File: config.mk
export PLATFORM = sky130hd
export DESIGN_NAME = dbg_probe_stepper_flat
export DESIGN_NICKNAME = d
export VERILOG_FILES = /design/src/rtl/dbg_probe_stepper_pkg.sv /design/src/rtl/dbg_probe_stepper_if.sv /design/src/rtl/dbg_probe_stepper_ce_divider.sv /design/src/rtl/dbg_probe_stepper.sv /design/src/flat_wrapper.sv
export SDC_FILE = /design/constraint.sdc
export NUM_CORES = 1
export LEC_CHECK = 0
export CORE_MARGIN = 5
export CORE_UTILIZATION = 48
export CTS_BUF_LIST = sky130_fd_sc_hd__clkbuf_8
export CTS_CLUSTER_DIAMETER = 40
export DETAILED_ROUTE_END_ITERATION = 10
export GPL_TIMING_DRIVEN = 0
export PLACE_DENSITY = 0.87
export SYNTH_ARGS = -nofsm -noshare
export SYNTH_HDL_FRONTEND = slang
export SYNTH_SLANG_ARGS = --single-unit
export TNS_END_PERCENT = 30
File: constraint.sdc
create_clock -name clk_sys -period 5.8 [get_ports clk_sys]
set_input_delay 1.16 -clock clk_sys [delete_from_list [all_inputs] [get_ports clk_sys]]
set_output_delay 1.16 -clock clk_sys [all_outputs]
set_load 0.02 [all_outputs]
File: src/rtl/dbg_probe_stepper_pkg.sv
// Shared types for the debug stepper: mode/state encodings and
// the overlay character helper.
package dbg_probe_stepper_pkg;

  localparam int CHAR_W = 5;

  typedef enum logic [1:0] {
    MODE_RUN  = 2'b00,
    MODE_SLOW = 2'b01,
    MODE_STEP = 2'b10,
    MODE_HOLD = 2'b11
  } dbg_mode_t;

  typedef enum logic [2:0] {
    ST_RUN,
    ST_SLOW,
    ST_STEP_WAIT,
    ST_STEP_PULSE,
    ST_HOLD
  } dbg_state_t;

  function automatic logic [CHAR_W-1:0] hex_char(
    input logic [3:0] nib
  );
    return {1'b0, nib};
  endfunction

endpackage

File: src/rtl/dbg_probe_stepper_if.sv
// OSD-side control/probe bundle for the debug stepper.
// master = OSD/controller side, slave = stepper.
interface dbg_probe_stepper_if #(
  parameter int NUM_CH  = 8,
  parameter int PROBE_W = 16,
  parameter int DIV_W   = 26
);
  import dbg_probe_stepper_pkg::*;

  localparam int ROW_W = NUM_CH * (PROBE_W / 4) * CHAR_W;

  logic [1:0]                  mode;
  logic                        step_req;
  logic [DIV_W-1:0]            slow_div;
  logic                        freeze;
  logic [NUM_CH*PROBE_W-1:0]   probe_in;
  logic                        cpu_ce;
  logic [15:0]                 step_count;
  logic                        snap_valid;
  logic [ROW_W-1:0]            row_out;

  modport master (
    output mode,
    output step_req,
    output slow_div,
    output freeze,
    output probe_in,
    input  cpu_ce,
    input  step_count,
    input  snap_valid,
    input  row_out
  );

  modport slave (
    input  mode,
    input  step_req,
    input  slow_div,
    input  freeze,
    input  probe_in,
    output cpu_ce,
    output step_count,
    output snap_valid,
    output row_out
  );

endinterface

File: src/rtl/dbg_probe_stepper_ce_divider.sv
// SLOW-mode period counter: loads period-1 on start or tick,
// decrements otherwise, ticks when it reaches zero.
module dbg_probe_stepper_ce_divider #(
  parameter int DIV_W = 26
) (
  input  logic             clk,
  input  logic             rst_n,
  input  logic             start,
  input  logic             active,
  input  logic [DIV_W-1:0] period,
  output logic             tick
);

  logic [DIV_W-1:0] cnt_q;
  logic [DIV_W-1:0] cnt_d;
  logic [DIV_W-1:0] reload;

  // a period of 0 behaves like 1: tick every cycle
  assign reload = (period == '0) ? '0 : period - DIV_W'(1);
  assign tick   = active & (cnt_q == '0);

  always_comb begin
    cnt_d = cnt_q;
    if (start) begin
      cnt_d = reload;
    end else if (!active) begin
      cnt_d = '0;
    end else if (tick) begin
      cnt_d = reload;
    end else begin
      cnt_d = cnt_q - DIV_W'(1);
    end
  end

  always_ff @(posedge clk) begin
    if (!rst_n) begin
      cnt_q <= '0;
    end else begin
      cnt_q <= cnt_d;
    end
  end

endmodule

File: src/rtl/dbg_probe_stepper.sv
// Debug CPU clock-enable stepper with probe snapshot and
// hex-character row formatting for the OSD overlay.
module dbg_probe_stepper #(
  parameter int NUM_CH  = 8,
  parameter int PROBE_W = 16,
  parameter int DIV_W   = 26
) (
  input logic                clk_sys,
  input logic                reset_n,
  dbg_probe_stepper_if.slave dbg
);
  import dbg_probe_stepper_pkg::*;

  localparam int NIB   = PROBE_W / 4;
  localparam int PRB_W = NUM_CH * PROBE_W;
  localparam int OUT_W = NUM_CH * NIB * CHAR_W;

  dbg_state_t       state_q;
  dbg_state_t       state_d;
  dbg_mode_t        mode;
  logic             step_prev_q;
  logic             cap_pend_q;
  logic             cap_pend_d;
  logic             snap_valid_q;
  logic             snap_valid_d;
  logic [15:0]      step_count_q;
  logic [15:0]      step_count_d;
  logic [PRB_W-1:0] snap_q;
  logic [PRB_W-1:0] snap_d;
  logic [OUT_W-1:0] row_q;
  logic [OUT_W-1:0] row_d;
  logic             step_edge;
  logic             slow_act;
  logic             slow_start;
  logic             div_tick;
  logic             cpu_ce;
  logic             latch_en;
  logic             cnt_inc;

  assign mode       = dbg_mode_t'(dbg.mode);
  assign step_edge  = dbg.step_req & ~step_prev_q;
  assign slow_act   = (state_q == ST_SLOW);
  assign slow_start = (state_d == ST_SLOW) & ~slow_act;

  always_comb begin
    state_d = ST_HOLD;
    unique case (mode)
      MODE_RUN:  state_d = ST_RUN;
      MODE_SLOW: state_d = ST_SLOW;
      // edges seen while pulsing are dropped, not queued
      MODE_STEP: begin
        if (state_q == ST_STEP_WAIT && step_edge) begin
          state_d = ST_STEP_PULSE;
        end else begin
          state_d = ST_STEP_WAIT;
        end
      end
      MODE_HOLD: state_d = ST_HOLD;
      default:   state_d = ST_HOLD;
    endcase
  end

  dbg_probe_stepper_ce_divider #(
    .DIV_W (DIV_W)
  ) u_div (
    .clk    (clk_sys),
    .rst_n  (reset_n),
    .start  (slow_start),
    .active (slow_act),
    .period (dbg.slow_div),
    .tick   (div_tick)
  );

  always_comb begin
    cpu_ce = 1'b0;
    unique case (state_q)
      ST_RUN:        cpu_ce = 1'b1;
      ST_SLOW:       cpu_ce = div_tick;
      ST_STEP_PULSE: cpu_ce = 1'b1;
      default:       cpu_ce = 1'b0;
    endcase
  end

  // latch one edge after the CPU's enabled edge so probes have settled
  assign cnt_inc  = cpu_ce & (slow_act | (state_q == ST_STEP_PULSE));
  assign latch_en = ~dbg.freeze & (cap_pend_q | (state_q == ST_RUN));

  always_comb begin
    cap_pend_d   = cpu_ce & (state_q != ST_RUN);
    snap_d       = latch_en ? dbg.probe_in : snap_q;
    snap_valid_d = snap_valid_q | latch_en;
    step_count_d = step_count_q + {15'd0, cnt_inc};
  end

  for (genvar k = 0; k < NUM_CH; k++) begin : g_ch
    for (genvar i = 0; i < NIB; i++) begin : g_nib
      assign row_d[(k*NIB+i)*CHAR_W +: CHAR_W] =
        hex_char(snap_q[k*PROBE_W + i*4 +: 4]);
    end
  end

  always_ff @(posedge clk_sys) begin
    if (!reset_n) begin
      state_q      <= ST_HOLD;
      step_prev_q  <= 1'b1;
      cap_pend_q   <= 1'b0;
      snap_valid_q <= 1'b0;
      step_count_q <= '0;
      snap_q       <= '0;
      row_q        <= '0;
    end else begin
      state_q      <= state_d;
      step_prev_q  <= dbg.step_req;
      cap_pend_q   <= cap_pend_d;
      snap_valid_q <= snap_valid_d;
      step_count_q <= step_count_d;
      snap_q       <= snap_d;
      row_q        <= row_d;
    end
  end

  assign dbg.cpu_ce     = cpu_ce;
  assign dbg.step_count = step_count_q;
  assign dbg.snap_valid = snap_valid_q;
  assign dbg.row_out    = row_q;

endmodule

File: src/flat_wrapper.sv
// flat-port wrapper written by rule: the top's interface ports become plain ports
module dbg_probe_stepper_flat import dbg_probe_stepper_pkg::*;
#(
  parameter int NUM_CH  = 8,
  parameter int PROBE_W = 16,
  parameter int DIV_W   = 26
)
  (clk_sys, reset_n, dbg_mode, dbg_step_req, dbg_slow_div, dbg_freeze, dbg_probe_in, dbg_cpu_ce, dbg_step_count, dbg_snap_valid, dbg_row_out);
  dbg_probe_stepper_if #(.NUM_CH(NUM_CH), .PROBE_W(PROBE_W), .DIV_W(DIV_W)) dbg_i ();
  input logic clk_sys;
  input logic reset_n;
  input wire logic [$bits(dbg_i.mode)-1:0] dbg_mode;
  input wire logic [$bits(dbg_i.step_req)-1:0] dbg_step_req;
  input wire logic [$bits(dbg_i.slow_div)-1:0] dbg_slow_div;
  input wire logic [$bits(dbg_i.freeze)-1:0] dbg_freeze;
  input wire logic [$bits(dbg_i.probe_in)-1:0] dbg_probe_in;
  output wire logic [$bits(dbg_i.cpu_ce)-1:0] dbg_cpu_ce;
  output wire logic [$bits(dbg_i.step_count)-1:0] dbg_step_count;
  output wire logic [$bits(dbg_i.snap_valid)-1:0] dbg_snap_valid;
  output wire logic [$bits(dbg_i.row_out)-1:0] dbg_row_out;
  assign dbg_i.mode = dbg_mode;
  assign dbg_i.step_req = dbg_step_req;
  assign dbg_i.slow_div = dbg_slow_div;
  assign dbg_i.freeze = dbg_freeze;
  assign dbg_i.probe_in = dbg_probe_in;
  assign dbg_cpu_ce = dbg_i.cpu_ce;
  assign dbg_step_count = dbg_i.step_count;
  assign dbg_snap_valid = dbg_i.snap_valid;
  assign dbg_row_out = dbg_i.row_out;
  dbg_probe_stepper #(.NUM_CH(NUM_CH), .PROBE_W(PROBE_W), .DIV_W(DIV_W)) u_core (.clk_sys(clk_sys), .reset_n(reset_n), .dbg(dbg_i));
endmodule
# Yosys cells after proc, flatten, opt, wreduce, memory -nomap -nowiden
# Cells that the tools add are included.
# W data, S select, Z words.
[op_classes]
bitwise = 12
eq_ne = 7
div = 0
reduce_logical = 7
shifts = 0
n_mux = 7
addsub = 3
n_mul = 0
order_cmp = 0
[ops]
columns = ["cell", "count"]
rows = [
  ["$mux W26", 4],
  ["$logic_not A26 Y1", 2],
  ["$sub A26 B1 Y26 const B", 2],
  ["$add A16 B1 Y16", 1],
  ["$pmux W3 S4", 1],
  ["$and A1 B1 Y1", 6],
  ["$eq A3 B1 Y1 const B", 2],
  ["$eq A3 B2 Y1 const B", 2],
  ["$eq A2 B2 Y1 const B", 2],
  ["$logic_not A3 Y1", 1],
  ["$not A1 Y1", 3],
  ["$or A1 B1 Y1", 3],
  ["$reduce_bool A3 Y1", 1],
  ["$eq A2 B1 Y1 const B", 1],
  ["$logic_not A2 Y1", 1],
  ["$pmux W1 S2", 1],
  ["$reduce_or A2 Y1", 1],
  ["$logic_and A1 B1 Y1", 1],
  ["$mux W1", 1],
]
[word_totals]
register_bits = 336
mem_bits_rw = 0
input_bits = 160
output_inout_bits = 178
elab_cells = 45
n_memories = 0
mem_bits_ro = 0
latchBits = 0

# Logic depth before layout (Yosys ltp)
[logic_depth]
ltp_word = 8
ltp_mapped = 13
ltp_nobuf = 13

# By module
# From an unflattened synthesis, not the netlist that was laid out.
[unflattened]
cells_unflattened = 1188
area_unflattened_um2 = 11312.1
[modules_own_cells]
columns = ["mod", "area_per_inst_um2", "cells_each", "seq_area_each_um2", "instances"]
rows = [
  ["dbg_probe_stepper", 9391.5, 962, 5565.3, 1],
  ["dbg_probe_stepper_ce_divider", 1920.6, 226, 520.5, 1],
]

# Worst setup path after synthesis
# OpenSTA, ideal clock, no wires.
[synth_timing]
path_type = "register to output"
start = "reg u_core.u_div.cnt_q[18]"
end = "out dbg_cpu_ce"
required_ns = 4.640
slack_ns = 2.666
stages_incl_launch_ff = 7
path_buffers = 1
arrival_time_ns = 1.974
cell_sequence = "dfxtp_1 nor3_2 or3b_1 buf_2 nor4_2 nor2_1 a211oi_1"
[synth_via]
elab_chain_cells = 3
[synth_rtl]
columns = ["item", "line", "text"]
rows = [
  ["from (decl)", "dbg_probe_stepper_ce_divider.sv:14", "logic [DIV_W-1:0] cnt_q;"],
  ["from (signal assigned)", "dbg_probe_stepper_ce_divider.sv:39", "cnt_q <= cnt_d;"],
  ["$logic_not A26 Y1", "dbg_probe_stepper_ce_divider.sv:20", "assign tick = active & (cnt_q == '0);"],
  ["$and A1 B1 Y1", "dbg_probe_stepper_ce_divider.sv:20", ""],
  ["$pmux W1 S2", "dbg_probe_stepper.sv:76", "unique case (state_q)"],
  ["to (decl)", "flat_wrapper.sv:17", "output wire logic [$bits(dbg_i.cpu_ce)-1:0] dbg_cpu_ce;"],
]
# No other way between the ends.

# Final worst setup path
[layout_timing]
start = "reg u_core.u_div.cnt_q[10]"
end = "out dbg_cpu_ce"
# Same word-level chain as after synthesis.

==> impl_metrics.env <==
export IMPL_drive_gt1_share_pct=8.160
export IMPL_grt_max_degree=15
export IMPL_cp_required_ns=4.64
export IMPL_die_x_um=160.7
export IMPL_ios=338
export IMPL_die_height_um=160.7
export IMPL_ys_seq_elements=304
export IMPL_min_path_type="flop to flop"
export IMPL_final_cell_mix="clkdlybuf4s50_1 (305), dfxtp_1 (304), nand2_1 (273)"
export IMPL_critPathKind="flop to output pin"
export IMPL_globalRoute_totalOverflow=0
export IMPL_post_route_util_pct=68.69
export IMPL_period_share_pct=77.78
export IMPL_leakage_nw=5.843
export IMPL_antenna_found_initial=5
export IMPL_ant_nets=0
export IMPL_period_needed_ns=4.511
export IMPL_nNetsFinal=1759
export IMPL_start_util_pct=48.46
export IMPL_status="finished clean"
export IMPL_clkSinkCount=304
export IMPL_place_hpwl_mm=23.78
export IMPL_netlist_instances=1207
export IMPL_synth_area_mm2=0.01091
export IMPL_core_area_mm2=0.02250
export IMPL_cts_path_max_buffers=3
export IMPL_power_density_mw_per_mm2=296.7
export IMPL_slew_viol_final=0
export IMPL_critical_path_startpoint_type="flop"
export IMPL_yosysUniqueCellTypes=58
export IMPL_synth_edff_count=0
export IMPL_cap_violations=0
export IMPL_fin_tns_setup_ns=0
export IMPL_max_stage_delay_ns=0.68
export IMPL_drtIter0Drc=579
export IMPL_cp_end_kind="output pin"
export IMPL_rows=55
export IMPL_syn_avg_cell_area_um2=9.035
export IMPL_cp_num_buf_inv=1
export IMPL_gp_congestion=0.9236
export IMPL_final_common_cell="clkdlybuf4s50_1"
export IMPL_arrival_ns=3.35
export IMPL_rsz0062_at_grt="no"
export IMPL_path_clk_slew_ns=0.06
export IMPL_clock_latency_ns=0.57
export IMPL_portBuffers=305
export IMPL_hold_violations=0
export IMPL_cts_setup_buffers=0
export IMPL_area_growth_pct=41.74
export IMPL_die_area_mm2=0.02583
export IMPL_routed_via_density=5.031
export IMPL_max_freq_mhz=221.7
export IMPL_synth_seq_area_share_pct=55.81
export IMPL_worstMarginPinSlew_ns=0.8698
export IMPL_numCtsBuffers=49
export IMPL_cts_hold_buffers=0
export IMPL_grt_first_pass_wirelength_mm=50.37
export IMPL_vias=9640
export IMPL_clock_skew_ns=0.03233
export IMPL_grt_util_all_layers_pct=24.04
export IMPL_ctsResizeCount=0
export IMPL_ir_drop_mv=0.1830
export IMPL_synth_ff_type="dfxtp_1"
export IMPL_cts_tree="yes"
export IMPL_drc=0
export IMPL_htree_levels=2
export IMPL_path_cells="nor4_1 -> nand3_1 -> nor4_2 -> nor2_1 -> a211oi_1 -> clkdlybuf4s50_1"
export IMPL_synth_warnings=0
export IMPL_wl_per_cell_um=16.83
export IMPL_grt_pass1_vias=9874
export IMPL_finalSetupViolCount=0
export IMPL_worstPathMaxFanout=7
export IMPL_synthArstFlopShare_pct=0
export IMPL_critPathTopFamily="simple AND/OR/NAND/NOR gates"
export IMPL_root_buffer="clkbuf_8"
export IMPL_slowest_stage="clkdlybuf4s50_1"
export IMPL_maxSlewHeadroom_pct=42.01
export IMPL_firstDrtPassIters=6
export IMPL_drt_wl_total_mm=32.24
## cells by family after synthesis
family	count (synthesis)	synth area share [%]
AND/OR/NAND/NOR	559	25.48
flip-flops	304	55.81
AO/OA/AOI/OAI	187	9.546
buffers and inverters	106	4.922
XOR/XNOR	43	3.453
adder cells (fa/ha/maj)	5	0.5737
multiplexers	2	0.1836
other	1	0.03439
## registers in the layout (all words and copies together), names as in the netlist
register and count:
u_core.dbg.row_out 128, u_core.dbg.snap_valid 1, u_core.snap_q 128, u_core.dbg.step_count 16
u_core.u_div.cnt_q 26, u_core.cap_pend_q 1, u_core.step_prev_q 1, u_core.state_q 3
## through the flow
step / total power, mW / cell area, µm² / worst slack (ns) / std cells / hold WS, ns
after floorplan: 2.516 / 11020 / 2.666 / 1238 / 0.4296
after global placement: 2.747 / 14430 / 1.977 / 1828 / 0.4336
after detailed placement: 2.761 / 14430 / 1.959 / 1828 / 0.4379
after CTS: 4.616 / 15450 / 1.354 / 1915 / 0.4446
after global routing: 4.770 / 15450 / 1.239 / 1915 / 0.4658
final: 4.586 / 15460 / 1.289 / 1916 / 0.4427
## metal layers
layer / vias up / part of all wire, % / global-route usage (%)
li1: 4680 / - / -
met1: 4445 / 39 / 28.05
met2: 395 / 48 / 41.12
met3: 110 / 7.3 / 6.082
met4: 10 / 4.9 / 12.06
met5: - / 0.20 / 0
## power breakdown
part | switching, mW | total [mW] | leakage, nW | internal (mW)
Combinational | 0.281 | 0.533 | 2.80 | 0.252
Clock | 0.833 | 1.86 | 0.573 | 1.03
Sequential | 0.0324 | 2.19 | 2.47 | 2.16
Total | 1.15 | 4.59 | 5.84 | 3.44
## path summary, 6_finish.rpt
path                                from                   endpoint  slack (ns)  depth (start not counted)
setup / recovery  u_core.u_div.cnt_q[10]                 dbg_cpu_ce        1.29                          6
hold / removal         u_core.snap_q[71]     u_core.dbg.row_out[88]        0.44                          1
setup reg to reg  u_core.u_div.cnt_q[10]  u_core.dbg.step_count[14]        2.48                         12
hold reg to reg        u_core.snap_q[71]     u_core.dbg.row_out[88]        0.44                          1
## cells in the mapped netlist, drive strengths merged (3+ instances only)
cell type    n  share of area (%)
nand2b       4               0.23
clkbuf      57                2.0
nand3       11               0.67
nand4b       3               0.24
inv          9               0.31
buf         40                2.7
nand4        7               0.40
nor4        19                1.5
and3         4               0.23
or3          5               0.33
nor2        57                2.0
xor2        15                1.2
nor3b        6               0.41
or4          7               0.62
a21oi      142                6.6
and2       135                7.7
o21ai       10               0.49
nor3        17               0.87
o22ai       12               0.69
nand2      275                9.6
o22a        11               0.88
xnor2       28                2.2
ha           5               0.57
dfxtp      304                 56
## cell type report
class	count	area, µm²
diodes	1	2.502
plain buffers	97	503.0
clock buffers	63	867.1
clock inverters	24	156.4
fillers	1724	7046
inverters	9	33.78
multi-input cells	828	4399
flip-flops and latches	304	6086
well taps	285	356.6
repair buffers	305	3053
(Power assumes the default switching activity.)
